### config.mk
export PLATFORM = sky130hd
export DESIGN_NAME = mult_div_unit
export DESIGN_NICKNAME = d
export VERILOG_FILES = /design/src/rtl/mult_div_unit.sv
export SDC_FILE = /design/constraint.sdc
export NUM_CORES = 1
export LEC_CHECK = 0
export BUFFER_PORTS_ARGS = -buffer_cell sky130_fd_sc_hd__buf_2
export CAP_MARGIN = 15
export CORE_MARGIN = 10
export CORE_UTILIZATION = 45
export DETAILED_ROUTE_END_ITERATION = 7
export SLEW_MARGIN = 20
export SYNTH_ARGS = -nofsm -noshare
export SYNTH_HDL_FRONTEND = slang
export SYNTH_SLANG_ARGS = --single-unit
export TNS_END_PERCENT = 50
### constraint.sdc
create_clock -name clk -period 6.5 [get_ports clk]
set_clock_uncertainty 0.05 [all_clocks]
set_input_delay 0.975 -clock clk [delete_from_list [all_inputs] [get_ports clk]]
set_output_delay 0.975 -clock clk [all_outputs]
set_load 0.1 [all_outputs]
### src/rtl/mult_div_unit.sv
// mult_div_unit: iterative MIPS multiply/divide with HI/LO; in clk rst start aluOpcode a b, out busy done stall hi lo result
module mult_div_unit #(
  parameter int WIDTH = 32
) (
  input  logic             clk,
  input  logic             rst,
  input  logic             start,
  input  logic [5:0]       aluOpcode,
  input  logic [WIDTH-1:0] a,
  input  logic [WIDTH-1:0] b,
  output logic             busy,
  output logic             done,
  output logic             stall,
  output logic [WIDTH-1:0] hi,
  output logic [WIDTH-1:0] lo,
  output logic [WIDTH-1:0] result
);
  localparam int CW = $clog2(WIDTH);
  typedef enum logic [1:0] {IDLE, RUN, FIX} state_t;
  state_t state, state_next;
  logic op_div, neg_q, neg_r, dz;
  logic [WIDTH-1:0] mcand, mplier, quo, rem;
  logic [2*WIDTH-1:0] acc, prod, mul_next, div_next;
  logic [CW-1:0] cnt;
  logic is_md, is_hl, accept, sgn, sa, sb;
  logic [WIDTH:0] mul_sum, rem_sh, div_diff;
  assign is_md = aluOpcode[5:2] == 4'b0110;
  assign is_hl = aluOpcode[5:2] == 4'b0100;
  assign accept = start && is_md && state == IDLE;
  assign sgn = !aluOpcode[0];
  assign sa = sgn && a[WIDTH-1];
  assign sb = sgn && b[WIDTH-1];
  assign mul_sum = {1'b0, acc[2*WIDTH-1:WIDTH]} + {1'b0, mcand & {WIDTH{mplier[0]}}};
  assign mul_next = {mul_sum, acc[WIDTH-1:1]};
  assign rem_sh = {acc[2*WIDTH-1:WIDTH], mcand[WIDTH-1]};
  assign div_diff = rem_sh - {1'b0, mplier};
  assign div_next = div_diff[WIDTH] ? {rem_sh[WIDTH-1:0], acc[WIDTH-2:0], 1'b0}
                                    : {div_diff[WIDTH-1:0], acc[WIDTH-2:0], 1'b1};
  assign prod = neg_q ? -acc : acc;
  assign quo = dz ? '1 : neg_q ? -acc[WIDTH-1:0] : acc[WIDTH-1:0];
  assign rem = neg_r ? -acc[2*WIDTH-1:WIDTH] : acc[2*WIDTH-1:WIDTH];
  always_ff @(posedge clk)
    if (rst) state <= IDLE;
    else state <= state_next;
  always_comb
    state_next = state == IDLE ? (accept ? RUN : IDLE)
               : state == RUN ? (cnt == CW'(WIDTH-1) ? FIX : RUN) : IDLE;
  always_comb begin
    busy = state != IDLE;
    stall = start && (is_md || is_hl) && busy;
    result = aluOpcode == 6'h10 ? hi : aluOpcode == 6'h12 ? lo : '0;
  end
  always_ff @(posedge clk) begin
    if (rst) begin
      {op_div, neg_q, neg_r, dz} <= '0;
      mcand <= '0;
      mplier <= '0;
      acc <= '0;
      cnt <= '0;
      hi <= '0;
      lo <= '0;
      done <= 1'b0;
    end else begin
      done <= state == FIX;
      if (accept) begin
        op_div <= aluOpcode[1];
        neg_q <= sa ^ sb;
        neg_r <= sa;
        dz <= b == '0;
        mcand <= sa ? -a : a;
        mplier <= sb ? -b : b;
        acc <= '0;
        cnt <= '0;
      end
      if (state == RUN) begin
        acc <= op_div ? div_next : mul_next;
        mcand <= op_div ? mcand << 1 : mcand;
        mplier <= op_div ? mplier : mplier >> 1;
        cnt <= cnt + 1'b1;
      end
      if (state == FIX) begin
        hi <= op_div ? rem : prod[2*WIDTH-1:WIDTH];
        lo <= op_div ? quo : prod[WIDTH-1:0];
      end
      if (start && state == IDLE && aluOpcode == 6'h11) hi <= a;
      if (start && state == IDLE && aluOpcode == 6'h13) lo <= a;
    end
  end
endmodule

==> impl_metrics.py <==
metrics = {
    "synthesis": {
        "synth_nets": 2315,
        "synth_top_area_cell": "dfxtp_1",
        "syn_avg_cell_area_um2": 7.38,
        "async_reset_ff_frac": 0,
        "synth_most_common_cell": "nor2_1",
        "synth_area_mm2": 0.0160,
        "synth_flop_cell": "dfxtp_1",
        "synth_seq_cells": 204,
        "yosysSeqAreaShare": 0.255,
        "syn_inst": 2169,
        "synth_common_cells": "244 x nor2_1, 229 x a21oi_1, 225 x nand2_1",
        "synth_cell_type_count": 80,
        "ys_warn_count": 0,
        "synth.area.top_cells": "dfxtp_1 26%, a21oi_1 7.2%, nor2_1 5.7%, ha_1 5.5%, mux2i_1 5.4%",
        "synth_top_area_frac": 0.255,
        "synth-edff-count": 0,
    },
    "job": {
        "maxCapViolCount": 0,
    },
    "timing": {
        "period_share": 0.603,
        "fin_ws_ps": 2580,
        "fin_crit_ps": 3920,
        "setup_viol": 0,
        "hold_viol": 0,
        "slew_headroom": 0.221,
        "slew_violations": 0,
        "worst_pin_slew_ps": 1160,
        "grt_setup_unrepaired": "false",
        "max_freq_mhz": 255,
        "tns_ps": 0,
    },
    "clock_tree": {
        "clk_pin_slew_ps": 60,
        "ctsHoldBuffers": 0,
        "cts_setup_buffers": 0,
        "cts_sinks": 204,
        "cts_made_buffers": 25,
        "root_buffer": "clkbuf_16",
        "clockBufferDepth": 3,
        "cts_tree": "built",
        "post_cts_resized": 0,
        "clk_latency_ps": 530,
        "htreeDepth": 1,
    },
    "final_layout": {
        "drive_above_1_share": 0.121,
        "final_area_mm2": 0.0178,
        "area_growth_syn_to_layout_pct": 11.4,
        "finish.net_count": 2369,
        "instances_no_fill": 2702,
    },
    "outcome": {
        "status": "complete, no violations",
    },
    "detailed_routing": {
        "dr.pass1.iters": 5,
        "vias": 16500,
        "ant_nets": 0,
        "wl_per_cell_um": 21.5,
        "drt_iter0_drc": 1284,
        "via_per_inst": 6.09,
        "drc_errors": 0,
        "finalWirelength_mm": 58.1,
    },
    "die": {
        "die_width_um": 209,
        "core-area_mm2": 0.0353,
        "num_io_pins": 172,
        "dieArea_mm2": 0.0435,
        "start_util": 0.453,
        "fp-row-count": 69,
        "fp.dieH_um": 209,
    },
    "placed_design": {
        "post-place-ws_ps": 2470,
        "dp.cells": 2657,
        "place_area_mm2": 0.0170,
        "dp_hpwl_mm": 43.5,
        "portBuffers": 171,
        "place.gp.congestion": 0.951,
    },
    "worst_setup_path": {
        "r2r_cells": 13,
        "cp-end-kind": "register",
        "cp_max_fo": 10,
        "worstPathRequired_ps": 6880,
        "critPathLaunchType": "register",
        "cp.arrival_ps": 4300,
        "critPathKind": "register to register",
    },
    "grt": {
        "use_met3": 0.0455,
        "top_usage_layer": "met2",
        "grt_pass1_wl_mm": 90.6,
        "use_met2": 0.402,
        "grt-ovfl-total": 0,
        "grt_pass1_vias": 15600,
        "grt_usage": 0.252,
        "grt_max_degree": 100,
        "antenna_found_initial": 2,
        "met1_usage": 0.341,
    },
    "pwr": {
        "cellPowerDensity_mw_per_mm2": 180,
        "vdd_ir_drop_max_mv": 0.201,
        "total_power_w": 0.00320,
        "leakage_nw": 7.51,
    },
    "min_path": {
        "whs_path_depth": 2,
        "hold_path.class": "register to register",
    },
}
-- path summary, 6_finish.rpt --
check | startpoint | endpoint | slack [ps]
setup / recovery | mplier[0] | acc[63] | 2580
hold / removal | mplier[31] | mplier[31] | 410
setup reg to reg | mplier[0] | acc[63] | 2580
hold reg to reg | mplier[31] | mplier[31] | 410
-- per-layer routing --
| layer | routed length (µm) | vias up | part of all wire |
|---|---|---|---|
| met5 | 11 | - | 0.00019 |
| met4 | 1560 | 2 | 0.027 |
| met3 | 4330 | 95 | 0.075 |
| met2 | 26100 | 590 | 0.45 |
| met1 | 26100 | 7847 | 0.45 |
| li1 | - | 7923 | - |
-- critical path: stages, from the launching register on --
cell and delay, ps:
dfxtp_1 450, and2_1 170, ha_1 190, inv_1 60
fa_1 390, nor2b_1 200, o31ai_1 110, a31o_2 280
o22ai_1 480, a31oi_1 240, o22a_1 270, o31ai_1 430
a2111oi_0 190, o41ai_1 320
-- final cells by class --
| class | instances | area [µm²] |
|---|---|---|
| Sequential cell | 204 | 4090 |
| Inverter | 67 | 251 |
| Timing Repair Buffer | 190 | 1000 |
| Multi-Input combinational cell | 1735 | 11100 |
| Tap cell | 461 | 577 |
| Clock inverter | 9 | 103 |
| Antenna cell | 1 | 2.50 |
| Clock buffer | 35 | 703 |
| Fill cell | 3558 | 17500 |
-- cells in the final DEF, fill, tap and decap left out, types with 14 or more instances in the layout --
| cell type | n |
|---|---|
| nor2b_1 | 15 |
| a22oi_1 | 45 |
| inv_1 | 67 |
| a31oi_1 | 23 |
| buf_4 | 19 |
| xnor2_1 | 75 |
| a21o_1 | 34 |
| o221ai_1 | 15 |
| nor4_1 | 17 |
| and2_1 | 43 |
| nand2_1 | 225 |
| and3_1 | 14 |
| clkbuf_16 | 25 |
| xor2_1 | 90 |
| o31ai_1 | 22 |
| buf_2 | 170 |
| nor3_1 | 32 |
| nor2_1 | 239 |
| nand3_1 | 42 |
| nand2b_1 | 14 |
| a211oi_1 | 32 |
| ha_1 | 71 |
| a21oi_1 | 228 |
| mux2i_1 | 87 |
| o21ai_0 | 111 |
| a221oi_1 | 35 |
| dfxtp_1 | 203 |
| or3_1 | 19 |
| o211ai_1 | 43 |
-- stage by stage --
stage                     utilization  hold slack, ps
after floorplan                     -             386
after global placement          0.482             400
after detailed placement        0.482             401
after CTS                       0.505             408
after global routing            0.505             439
final                           0.505             409
-- state kept, by name (all words and copies together) (netlist names) --
| register | flops |
|---|---|
| state | 2 |
| cnt | 5 |
| dz | 1 |
| neg_q | 1 |
| acc | 64 |
| lo | 32 |
| op_div | 1 |
| mcand | 32 |
| neg_r | 1 |
| done | 1 |
| hi | 32 |
| mplier | 32 |
-- kinds of logic (layout without fill, tap and decap cells) --
group                      Yosys count  count (layout)  share of synthesized area
adders and majority gates           73              73                     0.0580
buffers and inverters              230             301                     0.0557
other                                0               1                          0
xor gates and xnor gates           165             165                     0.0903
and+or+nand+nor                    729             729                      0.212
muxes                               91              91                     0.0572
DFF                                204             204                      0.255
AOI/OAI and AO/OA                  677             677                      0.272
-- power by group --
group | internal (W) | total (W) | leakage (nW) | switching (W)
sequential | 0.00126 | 0.00127 | 1.65 | 0.0000115
clock | 0.000830 | 0.00140 | 0.388 | 0.000569
combinational | 0.000195 | 0.000531 | 5.47 | 0.000336
total | 0.00229 | 0.00320 | 7.51 | 0.000916
Power figures use the tool's default switching activity.
